[config.mk]
export PLATFORM = sky130hd
export DESIGN_NAME = scorehand_acc
export DESIGN_NICKNAME = d
export VERILOG_FILES = /design/src/rtl/scorehand_acc.sv
export SDC_FILE = /design/constraint.sdc
export NUM_CORES = 1
export LEC_CHECK = 0
export CELL_PAD_IN_SITES_DETAIL_PLACEMENT = 2
export CELL_PAD_IN_SITES_GLOBAL_PLACEMENT = 2
export CORE_ASPECT_RATIO = 1.1
export CORE_MARGIN = 2
export CORE_UTILIZATION = 36
export CTS_BUF_LIST = sky130_fd_sc_hd__clkbuf_4
export DETAILED_ROUTE_END_ITERATION = 7
export PLACE_DENSITY_LB_ADDON = 0.1
export SYNTH_ARGS = -nofsm -noshare
export SYNTH_HDL_FRONTEND = slang
export SYNTH_SLANG_ARGS = --single-unit
[constraint.sdc]
create_clock -name slow_clock -period 5.6 [get_ports slow_clock]
set_input_delay 1.12 -clock slow_clock [delete_from_list [all_inputs] [get_ports slow_clock]]
set_output_delay 1.12 -clock slow_clock [all_outputs]
set_load 0.1 [all_outputs]
[src/rtl/scorehand_acc.sv]
// scorehand_acc -- per-hand running card scorer with end-of-round lock.
//
// Cards arrive one per cycle on card_valid, tagged with a hand index. Each
// hand keeps a registered running score (mod MOD), an accepted-card count and
// a sticky natural flag. A three-state FSM (IDLE/DEAL/LOCKED) detects the end
// of the round and then refuses all further cards until clear or reset.
//
// Ports:
//   slow_clock  sole clock, rising edge
//   reset       asynchronous, active-high; clears all state
//   clear       synchronous round clear (wins over a simultaneous card)
//   card_valid  card present this cycle
//   card_hand   target hand index [HW-1:0]
//   card        card code [CARD_W-1:0]; legal codes 1..13
//   score       per-hand score, hand i at [i*SCORE_W +: SCORE_W]
//   count       per-hand accepted card count, hand i at [i*CW +: CW]
//   natural     per-hand sticky natural flag
//   done        high while the FSM is LOCKED
//   err         one-cycle pulse the cycle after a rejected card
module scorehand_acc #(
    parameter int NUM_HANDS = 2,
    parameter int MAX_CARDS = 3,
    parameter int CARD_W    = 4,
    parameter int MOD       = 10,
    parameter int SCORE_W   = 4,
    localparam int HW = (NUM_HANDS > 1) ? $clog2(NUM_HANDS) : 1,
    localparam int CW = $clog2(MAX_CARDS + 1)
) (
    input  logic                         slow_clock,
    input  logic                         reset,
    input  logic                         clear,
    input  logic                         card_valid,
    input  logic [HW-1:0]                card_hand,
    input  logic [CARD_W-1:0]            card,
    output logic [NUM_HANDS*SCORE_W-1:0] score,
    output logic [NUM_HANDS*CW-1:0]      count,
    output logic [NUM_HANDS-1:0]         natural,
    output logic                         done,
    output logic                         err
);

    typedef enum logic [1:0] {IDLE, DEAL, LOCKED} state_t;

    state_t               state_r, state_n;
    logic [SCORE_W-1:0]   score_r [NUM_HANDS];
    logic [SCORE_W-1:0]   score_n [NUM_HANDS];
    logic [CW-1:0]        count_r [NUM_HANDS];
    logic [CW-1:0]        count_n [NUM_HANDS];
    logic [NUM_HANDS-1:0] nat_r, nat_n;
    logic                 card_ok;
    logic                 accept;
    logic                 err_n;
    logic                 all_full;
    logic                 all_two;

    // Face cards and tens count as zero.
    function automatic int card_value(input int code);
        return (code >= 1 && code <= 9) ? code : 0;
    endfunction

    // Both operands are below MOD, so a single conditional subtract wraps.
    function automatic logic [SCORE_W-1:0] mod_add(input logic [SCORE_W-1:0] a,
                                                   input int b);
        int s;
        s = int'(a) + b;
        if (s >= MOD) s = s - MOD;
        return SCORE_W'(s);
    endfunction

    always_comb begin
        card_ok = (card != '0) && (int'(card) <= 13);
        accept  = 1'b0;
        for (int h = 0; h < NUM_HANDS; h++) begin
            score_n[h] = score_r[h];
            count_n[h] = count_r[h];
            nat_n[h]   = nat_r[h];
            // An out-of-range hand index matches no hand and is therefore rejected.
            if (card_valid && !clear && card_ok && (state_r != LOCKED) &&
                (card_hand == HW'(h)) && (int'(count_r[h]) < MAX_CARDS)) begin
                accept     = 1'b1;
                score_n[h] = mod_add(score_r[h], card_value(int'(card)));
                count_n[h] = count_r[h] + CW'(1);
                if ((int'(count_n[h]) == 2) && (int'(score_n[h]) >= MOD - 2))
                    nat_n[h] = 1'b1;
            end
        end

        // Lock decisions look at the post-update counts and flags.
        all_full = 1'b1;
        all_two  = 1'b1;
        for (int h = 0; h < NUM_HANDS; h++) begin
            if (int'(count_n[h]) != MAX_CARDS) all_full = 1'b0;
            if (int'(count_n[h]) < 2)          all_two  = 1'b0;
        end

        state_n = state_r;
        case (state_r)
            IDLE:    if (accept) state_n = DEAL;
            DEAL:    if (all_full || ((|nat_n) && all_two)) state_n = LOCKED;
            LOCKED:  state_n = LOCKED;
            default: state_n = IDLE;
        endcase

        err_n = card_valid && !clear && !accept;
    end

    always_ff @(posedge slow_clock or posedge reset) begin
        if (reset) begin
            for (int h = 0; h < NUM_HANDS; h++) begin
                score_r[h] <= '0;
                count_r[h] <= '0;
            end
            nat_r   <= '0;
            state_r <= IDLE;
            err     <= 1'b0;
        end else if (clear) begin
            for (int h = 0; h < NUM_HANDS; h++) begin
                score_r[h] <= '0;
                count_r[h] <= '0;
            end
            nat_r   <= '0;
            state_r <= IDLE;
            err     <= 1'b0;
        end else begin
            for (int h = 0; h < NUM_HANDS; h++) begin
                score_r[h] <= score_n[h];
                count_r[h] <= count_n[h];
            end
            nat_r   <= nat_n;
            state_r <= state_n;
            err     <= err_n;
        end
    end

    always_comb begin
        for (int h = 0; h < NUM_HANDS; h++) begin
            score[h*SCORE_W +: SCORE_W] = score_r[h];
            count[h*CW +: CW]           = count_r[h];
        end
    end

    assign natural = nat_r;
    assign done    = (state_r == LOCKED);

endmodule
==> flow_summary.yaml <==
run_status:
  status: "finished clean"
logic_synthesis:
  synth_top_cell_area_share_pct: 28.26
  avgSynthCellArea_um2: 9.067
  syn-cell-area_mm2: 0.001505
  synth_cell_types: 51
  synth_top_cell_by_area: "dfrtp_1"
  synth_edf_count: 0
  yosysSeqAreaShare_pct: 28.26
  synth_seq_cells: 17
  ys_warn_count: 0
  syn_nets: 192
  ys_top_cells_by_area: "dfrtp_1, ha_1, inv_1, nor2_1, xnor2_1"
  synth_ff_type: "dfrtp_1"
  syn_inst: 166
  synth-async-reset-ratio_pct: 100.0
routing:
  drc: 0
  drt_first_iter_violations: 40
  drtAntennaViolNets: 0
  via_per_inst: 5.775
  routed_wl_mm: 4.599
  dr_total_vias: 1409
  first_pass_iters: 3
  wl_per_cell_um: 18.85
final_layout:
  drive_gt1_share_pct: 9.896
  fillers: 455
  final_nets: 219
  regArea_um2: 425.4
  finalNonFillerCells: 244
  area_delta_synth_final_pct: 21.86
  multi_input_comb_area_mm2: 0.001001
  antenna_cells: 0
timing:
  worstMarginPinSlew_ns: 0.9733
  setup_viol: 0
  slew_headroom_pct: 34.91
  post-route-period-util_pct: 79.68
  fmax_ghz: 0.2241
  worst_slack_ns: 1.138
  finalSetupTns_ns: 0
  rsz0062_at_grt: "false"
  finalHoldViolations: 0
  skew_ns: 0.006865
  drv_slew: 0
  fin_crit_ns: 4.462
critical_path:
  reg2reg_slack_ns: 2.44
  critPathArrivalTime_ns: 4.66
  r2r_cells: 11
  rr_startpoint: "score[4]"
  critical_path_class: "input pin to register"
  r2r-end: "state_r[1]"
  critPathRequiredTime_ns: 5.80
  endpoint_kind: "register"
  start_kind: "input pin"
  crit_fanout: 7
placed_design:
  port_buffers: 24
  place_inst: 240
  dp_slack_ns: 0.7948
  dp_hpwl_mm: 3.670
  routabilityCongestion: 0.8785
die:
  io_pins: 25
  die_y_um: 71.82
  std_cell_rows: 24
  core-area_mm2: 0.003994
  die_area_mm2: 0.004715
  die-width_um: 65.65
  start_util_pct: 37.69
clocking:
  cts_setup_buffers: 0
  htreeDepth: 1
  cts_buffer_depth: 2
  tritoncts: "yes"
  cts_sinks: 17
  ctsHoldBuffers: 0
  cts-root-buf: "clkbuf_4"
  insertion_delay_ns: 0.31
  post_cts_resized: 0
  cts_buffers: 3
  clkTransAtPathRegs_ns: 0.12
pwr:
  total_power_uw: 357.0
  p_per_area_mw_per_mm2: 194.6
  leakage_uw: 0.0007713
  ir_worst_vdd_mv: 0.09612
min_path:
  hold_path.startpoint: "score[2]"
  worstHoldPathCells: 2
  min_to: "score[2]"
  hp-class: "register to register"
grt:
  grt_pass1_wl_mm: 7.665
  antenna_found_initial: 0
  gr-total-overflow: 0
  grt_pass1_vias: 1613
  grt_use_total_pct: 21.31
  grt_max_degree: 18
job:
  max_cap_viol_count: 0
-- cell usage after synthesis, types with 2 or more instances --
master / n
and3_1: 2
o211ai_1: 5
nand2_1: 7
o21ai_1: 4
nor3b_1: 4
a31oi_1: 2
inv_1: 17
ha_1: 16
xnor2_1: 6
nor2_1: 14
nor2b_1: 2
o21ai_0: 7
buf_1: 2
o31ai_1: 2
nand3_1: 10
a21oi_1: 7
a211oi_1: 2
nand2b_1: 3
nor4_1: 2
dfrtp_1: 17
mux2_2: 3
nand4_1: 2
nor3_1: 2
-- critical path, cell delays in order --
cell and delay, ns:
clkdlybuf4s50_1 0.57, o21ai_1 0.18, nand2_1 0.15, inv_1 0.05, ha_1 0.21, ha_1 0.22, o21a_1 0.21, or2_2 0.31
ha_1 0.26, inv_1 0.11, a21oi_1 0.07, mux2_2 0.30, a2111oi_4 0.40, nor4_1 0.13, o41ai_1 0.37
-- flip-flops by register name (all words and copies together), names as in the netlist --
register and count:
count 4, state_r 2, natural 2, err 1, score 8
-- cell type report --
type | instances | share of cell area [%]
Sequential cell | 17 | 23.19
Timing Repair Buffer | 25 | 13.51
Inverter | 18 | 3.683
Multi-Input combinational cell | 128 | 54.57
Clock inverter | 1 | 0.2729
Clock buffer | 3 | 1.228
Tap cell | 52 | 3.547
-- power breakdown --
group	switching (uW)	internal, uW
sequential	7.23	129
combinational	99.2	49.1
clock	46.2	26.7
-- cell families (layout without fill, tap and decap cells) --
| family | count (synthesis) | count (layout) | synth area share (%) |
|---|---|---|---|
| and+or+nand+nor | 58 | 58 | 24.02 |
| AOI/OAI and AO/OA | 41 | 41 | 19.70 |
| buffers and inverters | 21 | 47 | 5.237 |
| adders and majority gates | 17 | 17 | 14.63 |
| DFF | 17 | 17 | 28.26 |
| xor gates and xnor gates | 6 | 6 | 3.491 |
| muxes | 6 | 6 | 4.655 |
-- layout by cell type, fill, tap and decap left out, types with 3 or more instances in the layout --
cell,count
clkdlybuf4s50_1,24
nor2_1,14
o211ai_1,5
ha_1,16
nand3_1,10
nor3b_1,4
o21ai_1,4
nand2b_1,3
a21oi_1,7
dfrtp_1,17
o21ai_0,7
nand2_1,7
clkbuf_4,3
inv_1,17
mux2_2,3
xnor2_1,6
-- stage by stage --
step	util (%)	cell area [um^2]	hold slack [ns]
2_1_floorplan	-	1505	0.5085
3_3_place_gp	45.24	1807	0.5343
3_5_place_dp	45.24	1807	0.5390
4_1_cts	45.93	1834	0.5669
5_1_grt	45.93	1834	0.6021
6_report	45.93	1834	0.5627
-- worst max-delay path by stage --
stage	startpoint	to	slack, ns	cells after the start
2_1_floorplan	card[2]	state_r[0]	1.78	15
5_1_grt	card[3]	state_r[0]	0.97	16
6_report	card[3]	state_r[1]	1.14	15
3_5_place_dp	card[3]	state_r[1]	0.79	15
4_1_cts	card[3]	state_r[1]	1.12	15
3_3_place_gp	card[3]	state_r[0]	1.03	16
-- layer usage --
layer  vias to the layer above  routed length, um  GRT usage (%)
met5                         -                  0              0
met4                         0                124          8.102
met3                        10                101          1.884
met2                        25               2494          40.97
met1                       709               1879          23.70
li1                        665                  -              -
(Power assumes the default switching activity.)
